<file path="src/rtl/corr_pkg.sv">
// Shared types and arithmetic helpers for the template-correlation scorer.
// Helpers operate at MAX_W bits; callers zero-extend narrower operands.
package corr_pkg;

    typedef enum logic [1:0] {
        IDLE  = 2'd0,
        ISSUE = 2'd1,
        DRAIN = 2'd2,
        DONE  = 2'd3
    } state_e;

    localparam logic MODE_SIM = 1'b0;
    localparam logic MODE_SAD = 1'b1;

    localparam int MAX_W = 32;

    function automatic logic [MAX_W-1:0] absdiff(input logic [MAX_W-1:0] a,
                                                 input logic [MAX_W-1:0] b);
        logic [MAX_W-1:0] r;
        if (a >= b) begin
            r = a - b;
        end else begin
            r = b - a;
        end
        return r;
    endfunction

    // The extra carry bit lets the sum be compared against the limit without wrapping.
    function automatic logic [MAX_W-1:0] sat_add(input logic [MAX_W-1:0] acc,
                                                 input logic [MAX_W-1:0] term,
                                                 input logic [MAX_W-1:0] limit);
        logic [MAX_W:0]   sum;
        logic [MAX_W-1:0] r;
        sum = {1'b0, acc} + {1'b0, term};
        if (sum > {1'b0, limit}) begin
            r = limit;
        end else begin
            r = sum[MAX_W-1:0];
        end
        return r;
    endfunction

endpackage

</file>
<file path="src/rtl/corr_rd_align.sv">
// Valid pipeline that marks which cycles carry read data for an issued address.
module corr_rd_align #(
    parameter int DEPTH = 2
) (
    input  logic iCLK,
    input  logic iRST_N,
    input  logic valid_i,
    output logic valid_o
);

    logic [DEPTH-1:0] shift_q;

    // Shift the address-valid flag along with the memory read latency.
    always_ff @(posedge iCLK or negedge iRST_N) begin
        if (!iRST_N) begin
            shift_q <= {DEPTH{1'b0}};
        end else begin
            shift_q[0] <= valid_i;
            for (int i = 1; i < DEPTH; i++) begin
                shift_q[i] <= shift_q[i-1];
            end
        end
    end

    assign valid_o = shift_q[DEPTH-1];

endmodule

</file>
<file path="src/rtl/corr_score_engine.sv">
// Window-vs-template correlation scorer (similarity or SAD) with a
// start/done handshake and running best-match tracking across runs.
module corr_score_engine
    import corr_pkg::*;
#(
    parameter int PIX_W   = 10,
    parameter int WIN_W   = 64,
    parameter int WIN_H   = 48,
    parameter int COORD_W = 13,
    parameter int RD_LAT  = 2,
    parameter int SCORE_W = 32
) (
    input  logic               iCLK,
    input  logic               iRST_N,
    input  logic               iStart,
    input  logic               iMode,
    input  logic               iClearBest,
    input  logic [COORD_W-1:0] iXstart,
    input  logic [COORD_W-1:0] iYstart,
    output logic [COORD_W-1:0] oX_sram,
    output logic [COORD_W-1:0] oY_sram,
    output logic [COORD_W-1:0] oX_search,
    output logic [COORD_W-1:0] oY_search,
    output logic               oRd_en,
    input  logic [PIX_W-1:0]   reading_sram,
    input  logic [PIX_W-1:0]   reading_search,
    output logic               oBusy,
    output logic               oDone,
    output logic [SCORE_W-1:0] oScore,
    output logic               oBestValid,
    output logic [SCORE_W-1:0] oBestScore,
    output logic [COORD_W-1:0] oBestX,
    output logic [COORD_W-1:0] oBestY
);

    localparam logic [COORD_W-1:0] X_LAST    = COORD_W'(WIN_W - 1);
    localparam logic [COORD_W-1:0] Y_LAST    = COORD_W'(WIN_H - 1);
    localparam int                 DCNT_W    = (RD_LAT > 1) ? $clog2(RD_LAT) : 1;
    localparam logic [DCNT_W-1:0]  D_LAST    = DCNT_W'(RD_LAT - 1);
    localparam logic [MAX_W-1:0]   SAT_LIMIT = MAX_W'({SCORE_W{1'b1}});

    state_e               state_q, state_d;
    logic [COORD_W-1:0]   x_q, y_q, sx_q, sy_q, xs_q, ys_q;
    logic                 mode_q;
    logic [DCNT_W-1:0]    drain_q;
    logic [SCORE_W-1:0]   acc_q, acc_d;
    logic [SCORE_W-1:0]   score_q, best_score_q;
    logic [COORD_W-1:0]   best_x_q, best_y_q;
    logic                 done_q, best_valid_q;
    logic                 busy_s, rd_en_s, valid_s, last_addr_s, finish_s, better_s;
    logic [MAX_W-1:0]     ad_full_s, acc_sum_s, unused_bits_s;
    logic [PIX_W-1:0]     ad_s, term_s;

    corr_rd_align #(
        .DEPTH(RD_LAT)
    ) u_rd_align (
        .iCLK   (iCLK),
        .iRST_N (iRST_N),
        .valid_i(rd_en_s),
        .valid_o(valid_s)
    );

    assign last_addr_s = (x_q == X_LAST) && (y_q == Y_LAST);

    // State register.
    always_ff @(posedge iCLK or negedge iRST_N) begin
        if (!iRST_N) begin
            state_q <= IDLE;
        end else begin
            state_q <= state_d;
        end
    end

    // Next-state logic.
    always_comb begin
        state_d = state_q;
        case (state_q)
            IDLE:    if (iStart)              state_d = ISSUE; else state_d = IDLE;
            ISSUE:   if (last_addr_s)         state_d = DRAIN; else state_d = ISSUE;
            DRAIN:   if (drain_q == D_LAST)   state_d = DONE;  else state_d = DRAIN;
            DONE:    state_d = IDLE;
            default: state_d = IDLE;
        endcase
    end

    // State-decoded outputs.
    always_comb begin
        busy_s  = 1'b0;
        rd_en_s = 1'b0;
        case (state_q)
            IDLE:    busy_s = 1'b0;
            ISSUE:   begin busy_s = 1'b1; rd_en_s = 1'b1; end
            DRAIN:   busy_s = 1'b1;
            DONE:    busy_s = 1'b1;
            default: busy_s = 1'b0;
        endcase
    end

    // Raster address counters; frame addresses wrap at COORD_W bits.
    always_ff @(posedge iCLK or negedge iRST_N) begin
        if (!iRST_N) begin
            x_q     <= {COORD_W{1'b0}};
            y_q     <= {COORD_W{1'b0}};
            sx_q    <= {COORD_W{1'b0}};
            sy_q    <= {COORD_W{1'b0}};
            xs_q    <= {COORD_W{1'b0}};
            ys_q    <= {COORD_W{1'b0}};
            mode_q  <= MODE_SIM;
            drain_q <= {DCNT_W{1'b0}};
        end else begin
            case (state_q)
                IDLE: begin
                    if (iStart) begin
                        x_q     <= {COORD_W{1'b0}};
                        y_q     <= {COORD_W{1'b0}};
                        sx_q    <= iXstart;
                        sy_q    <= iYstart;
                        xs_q    <= iXstart;
                        ys_q    <= iYstart;
                        mode_q  <= iMode;
                        drain_q <= {DCNT_W{1'b0}};
                    end else begin
                        mode_q  <= mode_q;
                    end
                end
                ISSUE: begin
                    if (last_addr_s) begin
                        x_q <= x_q;
                    end else if (x_q == X_LAST) begin
                        x_q  <= {COORD_W{1'b0}};
                        sx_q <= xs_q;
                        y_q  <= y_q + COORD_W'(1);
                        sy_q <= sy_q + COORD_W'(1);
                    end else begin
                        x_q  <= x_q + COORD_W'(1);
                        sx_q <= sx_q + COORD_W'(1);
                    end
                end
                DRAIN:   drain_q <= drain_q + DCNT_W'(1);
                default: drain_q <= drain_q;
            endcase
        end
    end

    // Similarity term is (2^PIX_W-1)-|a-b|, i.e. the bitwise inverse of |a-b|.
    assign ad_full_s     = absdiff(MAX_W'(reading_sram), MAX_W'(reading_search));
    assign ad_s          = ad_full_s[PIX_W-1:0];
    assign term_s        = (mode_q == MODE_SAD) ? ad_s : ~ad_s;
    assign acc_sum_s     = sat_add(MAX_W'(acc_q), MAX_W'(term_s), SAT_LIMIT);
    assign unused_bits_s = ad_full_s ^ acc_sum_s;

    // Accumulator next value: cleared on accepted start, else adds aligned terms.
    always_comb begin
        acc_d = acc_q;
        if (state_q == IDLE) begin
            if (iStart) begin
                acc_d = {SCORE_W{1'b0}};
            end else begin
                acc_d = acc_q;
            end
        end else if (valid_s) begin
            acc_d = acc_sum_s[SCORE_W-1:0];
        end else begin
            acc_d = acc_q;
        end
    end

    assign finish_s = (state_q == DRAIN) && (state_d == DONE);
    assign better_s = (mode_q == MODE_SAD) ? (acc_d < best_score_q) : (acc_d > best_score_q);

    // Score capture and best-match tracking; results are valid while oDone is high.
    always_ff @(posedge iCLK or negedge iRST_N) begin
        if (!iRST_N) begin
            acc_q        <= {SCORE_W{1'b0}};
            score_q      <= {SCORE_W{1'b0}};
            done_q       <= 1'b0;
            best_valid_q <= 1'b0;
            best_score_q <= {SCORE_W{1'b0}};
            best_x_q     <= {COORD_W{1'b0}};
            best_y_q     <= {COORD_W{1'b0}};
        end else begin
            acc_q <= acc_d;
            if (finish_s) begin
                score_q <= acc_d;
                done_q  <= 1'b1;
                if (!best_valid_q || better_s) begin
                    best_valid_q <= 1'b1;
                    best_score_q <= acc_d;
                    best_x_q     <= xs_q;
                    best_y_q     <= ys_q;
                end else begin
                    best_valid_q <= best_valid_q;
                end
            end else begin
                done_q <= 1'b0;
                if ((state_q == IDLE) && iClearBest) begin
                    best_valid_q <= 1'b0;
                    best_score_q <= {SCORE_W{1'b0}};
                    best_x_q     <= {COORD_W{1'b0}};
                    best_y_q     <= {COORD_W{1'b0}};
                end else begin
                    best_valid_q <= best_valid_q;
                end
            end
        end
    end

    assign oX_sram    = sx_q;
    assign oY_sram    = sy_q;
    assign oX_search  = x_q;
    assign oY_search  = y_q;
    assign oRd_en     = rd_en_s;
    assign oBusy      = busy_s;
    assign oDone      = done_q;
    assign oScore     = score_q;
    assign oBestValid = best_valid_q;
    assign oBestScore = best_score_q;
    assign oBestX     = best_x_q;
    assign oBestY     = best_y_q;

endmodule

</file>
<file path="config.mk">
export PLATFORM = sky130hd
export DESIGN_NAME = corr_score_engine
export DESIGN_NICKNAME = d
export VERILOG_FILES = /design/src/rtl/corr_pkg.sv /design/src/rtl/corr_rd_align.sv /design/src/rtl/corr_score_engine.sv
export SDC_FILE = /design/constraint.sdc
export NUM_CORES = 1
export LEC_CHECK = 0
export CORE_MARGIN = 1.5
export CORE_UTILIZATION = 49
export CTS_CLUSTER_DIAMETER = 120
export DETAILED_ROUTE_END_ITERATION = 12
export PLACE_DENSITY = 0.82
export SLEW_MARGIN = 0
export SYNTH_ARGS = -nofsm -noshare
export SYNTH_HDL_FRONTEND = slang
export SYNTH_SLANG_ARGS = --single-unit
</file>
<file path="constraint.sdc">
create_clock -name iCLK -period 5.45 [get_ports iCLK]
set_clock_uncertainty 0.1 [all_clocks]
set_input_delay 1.09 -clock iCLK [delete_from_list [all_inputs] [get_ports iCLK]]
set_output_delay 1.09 -clock iCLK [all_outputs]
set_load 0.01 [all_outputs]
</file>
# Yosys cells after proc, flatten, opt, wreduce, memory -nomap -nowiden
# Cells that the tools add are included.
classes:
  add_sub_neg: 8
  order_cmp: 4
  eq_ne: 10
  n_mux: 42
  reduce_logical: 15
  bitwise_logic: 1
op_table:
  columns: ["op", "count"]
  rows:
  - ["32-bit 2-to-1 mux", 7]
  - ["13-bit 2-to-1 mux", 16]
  - ["13-bit case mux with 2 select lines", 4]
  - ["13-bit by 1-bit adder with 13-bit output (second input constant)", 4]
  - ["32-bit by 10-bit adder with 33-bit output", 1]
  - ["33-bit by 32-bit greater-than comparator with 1-bit output (second input constant)", 1]
  - ["32-bit greater-than comparator", 1]
  - ["32-bit less-than comparator", 1]
  - ["13-bit by 6-bit equality test with 1-bit output (second input constant)", 2]
  - ["10-bit 2-to-1 mux", 2]
  - ["10-bit subtractor", 2]
  - ["10-bit >= comparator", 1]
  - ["10-bit NOT", 1]
  - ["1-bit 2-to-1 mux", 9]
  - ["2-bit case mux with 4 select lines", 1]
  - ["2-bit equality test (second input constant)", 3]
  - ["2-bit inequality test (second input constant)", 3]
  - ["2-bit AND reduction", 3]
  - ["2-bit nonzero test", 3]
  - ["1-bit case mux with 2 select lines", 2]
  - ["4-bit AND reduction", 1]
  - ["1-bit logical AND", 3]
  - ["3-bit AND reduction", 1]
  - ["3-bit OR reduction", 1]
  - ["other kinds (7)", 7]
word_totals:
  word_cells: 97
  inputBits: 51
  ff_bits: 208
  out_inout_bits: 146

# Logic depth before layout (Yosys ltp)
logic_depth:
  depth_word: 14
  mapped_depth: 32
  mapped_depth_nobuf: 27

# Hierarchy
# Synthesis repeated with hierarchy kept, for this count alone.
unflattened:
  hier_cells: 1296
  hier_area_um2: 11558.6
modules_own_cells:
  columns: ["mod", "n_inst", "seq_area_each_um2", "area_per_inst_um2", "cells_per_inst"]
  rows:
  - ["corr_score_engine", 1, 5154.9, 11508.5, 1294]
  - ["corr_rd_align", 1, 50.0, 50.0, 2]

# Worst setup path after synthesis
# OpenSTA, ideal clock, no wires.
synth_path:
  path_type: "input to register"
  startpoint: "input reading_sram[0]"
  endpoint: "register best_score_q[19] (netlist: oBestScore[19])"
  n_path_buf: 4
  path_stages: 29
  setup_time_ps: 125
  slack_ps: -1962
  arrival_ps: 7187
  required_time_ps: 5225
  cell_sequence: "inv_1 > ha_1 > inv_1 > fa_1 > nand3_1 > a311oi_1 > o41ai_2 > buf_2 > mux2i_1 > xnor2_1 > fa_1 > a21o_1 > a221o_2 > o2111ai_4 > or3_1 > buf_2 > buf_4 > nand4_1 > a31oi_1 > inv_1 > ha_1 > nand4_1 > or3_1 > nor3_1 > a21boi_1 > nor4_1 > o31ai_2 > buf_2 > mux2_2"
synth_via:
  elab_chain_cells: 14
  word_cells_on_any_way: 19
  classes_between: "3 x add/sub; 4 x order compare; 1 x eq/ne; 8 x mux; 1 x bitwise; 2 x reduce/logical"
synth_rtl:
  columns: ["element", "line_no", "rtl"]
  rows:
  - ["from (decl)", "corr_score_engine.sv:25", "input logic [PIX_W-1:0] reading_sram,"]
  - ["10-bit subtractor, or another cell as far along", "corr_pkg.sv:23", "r = b - a;"]
  - ["10-bit 2-to-1 mux (*)", "corr_pkg.sv:20", "if (a >= b) begin"]
  - ["10-bit NOT", "corr_score_engine.sv:148", "assign term_s = (mode_q == MODE_SAD) ? ad_s : ~ad_s;"]
  - ["10-bit 2-to-1 mux (*)", "corr_score_engine.sv:148", null]
  - ["32-bit by 10-bit adder with 33-bit output (*)", "corr_pkg.sv:34", "sum = {1'b0, acc} + {1'b0, term};"]
  - ["33-bit by 32-bit greater-than comparator with 1-bit output", "corr_pkg.sv:35", "if (sum > {1'b0, limit}) begin"]
  - ["32-bit 2-to-1 mux (*)", "corr_pkg.sv:35", null]
  - ["32-bit 2-to-1 mux (*)", "corr_score_engine.sv:161", "end else if (valid_s) begin"]
  - ["32-bit 2-to-1 mux (*)", "corr_score_engine.sv:155", "if (state_q == IDLE) begin"]
  - ["named net acc_d[29]", "corr_score_engine.sv:46", "logic [SCORE_W-1:0] acc_q, acc_d;"]
  - ["32-bit greater-than comparator or 32-bit less-than comparator (tied branches)", "corr_score_engine.sv:169", "assign better_s = (mode_q == MODE_SAD) ? (acc_d < best_score_q) : (acc_d > best_score_q);"]
  - ["1-bit 2-to-1 mux (*)", "corr_score_engine.sv:169", null]
  - ["1-bit logical OR (*)", "corr_score_engine.sv:186", "if (!best_valid_q || better_s) begin"]
  - ["2-bit by 1-bit inequality test with 1-bit output (no source line) (*)", null, null]
  - ["2-bit AND reduction (no source line) (*)", null, null]
  - ["to (signal assigned)", "corr_score_engine.sv:178", "best_score_q <= {SCORE_W{1'b0}};"]
  - ["to (signal assigned)", "corr_score_engine.sv:198", "best_score_q <= {SCORE_W{1'b0}};"]
  - ["to (decl)", "corr_score_engine.sv:47", "logic [SCORE_W-1:0] score_q, best_score_q;"]
# Mark *: on every way through the listed nets, which the timed path passes. The rest lies on a longest branch. The select of a mux whose other input is x is not followed.
# A chain may end at the register's enable or synchronous reset.

# Worst setup path in the final report
layout_path:
  startpoint: "input reading_sram[0]"
  endpoint: "register best_y_q[1] (netlist: oBestY[1])"
layout_via:
  elab_chain_cells: 14
  word_cells_on_any_way: 17
  classes_between: "3 x add/sub; 4 x order compare; 1 x eq/ne; 6 x mux; 1 x bitwise; 2 x reduce/logical"
layout_rtl:
  columns: ["element", "line_no", "rtl"]
  rows:
  - ["10-bit subtractor, or another cell as far along", "corr_pkg.sv:23", null]
  - ["10-bit 2-to-1 mux (*)", "corr_pkg.sv:20", null]
  - ["10-bit NOT", "corr_score_engine.sv:148", null]
  - ["10-bit 2-to-1 mux (*)", "corr_score_engine.sv:148", null]
  - ["32-bit by 10-bit adder with 33-bit output (*)", "corr_pkg.sv:34", null]
  - ["33-bit by 32-bit greater-than comparator with 1-bit output", "corr_pkg.sv:35", null]
  - ["32-bit 2-to-1 mux (*)", "corr_pkg.sv:35", null]
  - ["32-bit 2-to-1 mux (*)", "corr_score_engine.sv:161", null]
  - ["32-bit 2-to-1 mux (*)", "corr_score_engine.sv:155", null]
  - ["named net acc_d[28]", "corr_score_engine.sv:46", null]
  - ["32-bit greater-than comparator or 32-bit less-than comparator (tied branches)", "corr_score_engine.sv:169", null]
  - ["1-bit 2-to-1 mux (*)", "corr_score_engine.sv:169", null]
  - ["1-bit logical OR (*)", "corr_score_engine.sv:186", null]
  - ["2-bit by 1-bit inequality test with 1-bit output (no source line) (*)", null, null]
  - ["2-bit AND reduction (no source line) (*)", null, null]
  - ["to (signal assigned)", "corr_score_engine.sv:180", "best_y_q <= {COORD_W{1'b0}};"]
  - ["to (signal assigned)", "corr_score_engine.sv:190", "best_y_q <= ys_q;"]
  - ["to (signal assigned)", "corr_score_engine.sv:200", "best_y_q <= {COORD_W{1'b0}};"]
  - ["to (decl)", "corr_score_engine.sv:48", "logic [COORD_W-1:0] best_x_q, best_y_q;"]
# Mark *: on every way through the listed nets, which the timed path passes. The rest lies on a longest branch.

==> flow_summary.html <==
<table>
<tr><th>Metric</th><th>Value</th></tr>
<tr><th colspan="2">Run status</th></tr>
<tr><td>Result of the run</td><td>finished with violations</td></tr>
<tr><td>Violated checks</td><td>setup timing</td></tr>
<tr><th colspan="2">Clock tree</th></tr>
<tr><td>Num CTS Buffers</td><td>24</td></tr>
<tr><td>Clock root buffer</td><td>clkbuf_16</td></tr>
<tr><td>Number of H-tree levels</td><td>1</td></tr>
<tr><td>Sink count of the clock tree</td><td>208</td></tr>
<tr><td>Clock-pin transition on the worst setup and hold timing paths</td><td>around 0.060 ns</td></tr>
<tr><td>CTS tree</td><td>yes</td></tr>
<tr><td>Max clock buf depth</td><td>3</td></tr>
<tr><td>Clock Latency Late Sink</td><td>around 0.54 ns</td></tr>
<tr><th colspan="2">Worst setup path</th></tr>
<tr><td>Kind of start point of the critical path</td><td>input pin</td></tr>
<tr><td>Highest net fanout along the worst path</td><td>6</td></tr>
<tr><td>Critical Setup Path Class</td><td>in2reg</td></tr>
<tr><td>Arrival time at the worst endpoint</td><td>~7.6 ns</td></tr>
<tr><td>Crit path required time</td><td>5.80 ns</td></tr>
<tr><td>Reg2reg path depth</td><td>23</td></tr>
<tr><td>Longest individual stage delay on the worst path</td><td>around 0.44 ns</td></tr>
<tr><td>Sort of element at the end of the critical path</td><td>register</td></tr>
<tr><td>Cell with the largest stage delay on the worst path</td><td>or3_4</td></tr>
<tr><th colspan="2">Floorplanning</th></tr>
<tr><td>Cell row count</td><td>56</td></tr>
<tr><td>Width of the chip</td><td>about 160 um</td></tr>
<tr><td>Effective utilization at floorplan</td><td>0.4995</td></tr>
<tr><td>Die outline area</td><td>between 20,000 and 25,000 sq um</td></tr>
<tr><td>Core ar.</td><td>approximately 24,000 sq um</td></tr>
<tr><td>Die height</td><td>approximately 160 um</td></tr>
<tr><td>I/O Pins</td><td>around 200</td></tr>
<tr><th colspan="2">Logic synthesis</th></tr>
<tr><td>Share of synthesized flip-flops with an asynchronous set or reset</td><td>1.000</td></tr>
<tr><td>Mean area per synthesized cell</td><td>around 9 sq um</td></tr>
<tr><td>Total number of yosys warnings</td><td>0</td></tr>
<tr><td>Proportion of synthesized chip area in sequential cells</td><td>0.4426</td></tr>
<tr><td>Synth cell types</td><td>75</td></tr>
<tr><td>Synth Register Bits</td><td>208</td></tr>
<tr><td>Number of enable flip-flop cells after synthesis</td><td>0</td></tr>
<tr><td>Total standard cell area after synthesis</td><td>approximately 12,000 sq um</td></tr>
<tr><td>Post-synthesis instance total</td><td>~1,300</td></tr>
<tr><td>Syn nets</td><td>1,425</td></tr>
<tr><td>Top flip-flop cell by instance count after synthesis</td><td>dfrtp_1</td></tr>
<tr><th colspan="2">Route</th></tr>
<tr><td>Wirelength per Cell</td><td>~19 um</td></tr>
<tr><td>Remaining routing DRC violations</td><td>0</td></tr>
<tr><td>Detailed-route vias per instance</td><td>about 5.7</td></tr>
<tr><td>Post-Route M1 WL</td><td>between 10 and 15 mm</td></tr>
<tr><td>Total via count after detailed routing</td><td>11,160</td></tr>
<tr><td>Detailed-routed wire length on met2</td><td>~18 mm</td></tr>
<tr><td>Antenna-violating nets left</td><td>0</td></tr>
<tr><td>Total met3 wirelength after detailed routing</td><td>about 3.0 mm</td></tr>
<tr><td>Routed wire length</td><td>36.53 mm</td></tr>
<tr><td>First-pass iteration count of the detailed router</td><td>5</td></tr>
<tr><td>Drt first-iter violations</td><td>830</td></tr>
<tr><td>Top sig layer</td><td>met5</td></tr>
<tr><th colspan="2">Global route</th></tr>
<tr><td>Global Route Usage Sum</td><td>0.2860</td></tr>
<tr><td>Number of global-route vias before repair</td><td>around 11,000</td></tr>
<tr><td>First-pass GRT wire length</td><td>roughly 57 mm</td></tr>
<tr><td>Number of antenna violations at the first check in global routing</td><td>2</td></tr>
<tr><td>Pin count of the biggest net entering global routing</td><td>roughly 130</td></tr>
<tr><td>Overflow left after global routing</td><td>0</td></tr>
<tr><th colspan="2">Final layout</th></tr>
<tr><td>Number of inserted diodes</td><td>0</td></tr>
<tr><td>Synthesis-to-finish area growth</td><td>43.41%</td></tr>
<tr><td>Fraction of final layout cells with drive strength greater than 1</td><td>0.1994</td></tr>
<tr><td>Number of nets in the layout</td><td>1,756</td></tr>
<tr><td>Layout fillers</td><td>between 1,500 and 2,000</td></tr>
<tr><td>Highest-count cells in the layout ignoring fill and taps</td><td>dfrtp_1 (208), nand2_1 (197), clkdlybuf4s50_1 (177)</td></tr>
<tr><td>Most common cell after layout, fill and taps aside</td><td>dfrtp_1</td></tr>
<tr><td>Finished Layout Cells</td><td>between 1,500 and 2,000</td></tr>
<tr><th colspan="2">STA</th></tr>
<tr><td>Final period util</td><td>1.329</td></tr>
<tr><td>Slew at the pin closest to its max-slew limit</td><td>approximately 1.1 ns</td></tr>
<tr><td>Final setup viols</td><td>a little under 60</td></tr>
<tr><td>Post-route worst hold slack</td><td>0.2529 ns</td></tr>
<tr><td>Endpoints failing hold</td><td>0</td></tr>
<tr><td>Setup ws final</td><td>-1.790 ns</td></tr>
<tr><td>Upper clock frequency limit</td><td>~0.14 GHz</td></tr>
<tr><td>Fin crit period</td><td>7.240 ns</td></tr>
<tr><td>Worst slew slack as a fraction of its limit</td><td>0.2849</td></tr>
<tr><td>Unrepaired setup endpoints after global routing</td><td>true</td></tr>
<tr><td>Max Transition Viols Final</td><td>0</td></tr>
<tr><th colspan="2">Hold path</th></tr>
<tr><td>Worst hold path type</td><td>reg2reg</td></tr>
<tr><td>Hold Path Cell Cnt</td><td>0</td></tr>
<tr><th colspan="2">Power</th></tr>
<tr><td>Static Leak</td><td>a little under 0.008 uW</td></tr>
<tr><td>Power per cell area</td><td>336.7 nW/um^2</td></tr>
<tr><td>Post-layout power</td><td>around 5700 uW</td></tr>
<tr><td>Max rail drop VDD</td><td>between 0.2 and 0.3 mV</td></tr>
<tr><th colspan="2">Placement</th></tr>
<tr><td>Placed cell count</td><td>approximately 1,900</td></tr>
<tr><td>Final estimated routing congestion in global placement</td><td>between 0.9 and 1</td></tr>
<tr><td>Worst slack after detailed placement</td><td>-2.806 ns</td></tr>
<tr><td>PortBufs</td><td>196</td></tr>
<tr><td>Final HPWL from detailed placement</td><td>roughly 24 mm</td></tr>
<tr><th colspan="2">Job</th></tr>
<tr><td>Number of max-cap violations</td><td>0</td></tr>
</table>
[worst paths after layout]
| kind | startpoint | endpoint | slack (ns) |
|---|---|---|---|
| setup reg to reg | mode_q | oBestY[1] | -0.34 |
| hold reg to reg | u_rd_align.shift_q[0] | u_rd_align.shift_q[1] | 0.25 |
| max in group asynchronous | iRST_N | oX_search[1] | 3.59 |
| hold / removal | u_rd_align.shift_q[0] | u_rd_align.shift_q[1] | 0.25 |
| min in group asynchronous | iRST_N | oBestScore[15] | 0.61 |
| setup / recovery | reading_sram[0] | oBestY[1] | -1.79 |
[report_power, final]
group	internal, uW	switching [uW]	leakage, uW
clock network	1060	695	0.000417
registers	1630	107	0.00243
logic	1120	1070	0.00511
[per-stage QoR]
stage	area (sq um)	TNS, ns	utilization
after CTS	16650	-87.43	0.7073
final	16860	-96.98	0.7163
after global placement	15110	-185.69	0.6420
after global routing	16860	-109.76	0.7163
after floorplan	11920	-88.45	-
after detailed placement	15110	-193.78	0.6420
[cell families (layout without fill, tap and decap cells)]
group	count (synthesis)	after routing	synth area share
XOR/XNOR	38	38	0.02830
flip-flops	208	208	0.4426
AND/OR/NAND/NOR	423	423	0.1661
multiplexers	72	72	0.06225
buffers and inverters	183	532	0.06150
adder cells (fa/ha/maj)	68	68	0.07427
AO/OA/AOI/OAI	314	314	0.1649
[timing repair]
| action | in CTS | in global routing |
|---|---|---|
| setup endpoints to repair | 99 | 62 |
| cloned | 4 | 0 |
| endpoints found under the hold margin | 0 | 0 |
| pin swaps | 22 | 33 |
| hold buffers | 0 | 0 |
| buffers inserted | 33 | 11 |
| gates resized for setup | 91 | 54 |
[cell type report]
| class | instances | area (sq um) | share of cell area |
|---|---|---|---|
| well taps | 319 | 399.1 | 0.02367 |
| flip-flops and latches | 208 | 5205 | 0.3087 |
| multi-input cells | 915 | 6477 | 0.3841 |
| inverters | 121 | 466.7 | 0.02767 |
| clock buffers | 28 | 655.6 | 0.03888 |
| clock inverters | 16 | 212.7 | 0.01261 |
| repair buffers | 367 | 3447 | 0.2044 |
[cells in the mapped netlist, drive strengths merged, types with 23 or more instances]
master	number	area share
nand3	40	0.017
mux2i	63	0.054
nor3	23	0.011
inv	120	0.038
xnor2	25	0.019
ha	65	0.069
o21ai	130	0.055
dfrtp	208	0.44
clkbuf	45	0.014
nor2	62	0.020
nand2	201	0.064
a21oi	72	0.031
[routing by layer]
layer / global-route usage / vias up
met2: 0.4921 / 441
met1: 0.3580 / 5427
met3: 0.06105 / 90
li1: - / 5200
met5: 0 / -
met4: 0.09075 / 4
[critical path: cells and delay by family]
| kind | cells | cell delay (ns) |
|---|---|---|
| AO/OA/AOI/OAI | 11 | 2.37 |
| AND/OR/NAND/NOR | 6 | 1.34 |
| buffers and inverters | 10 | 1.10 |
| adder cells (fa/ha/maj) | 4 | 1.06 |
| multiplexers | 2 | 0.48 |
| XOR/XNOR | 1 | 0.12 |
Power figures use the tool's default switching activity.
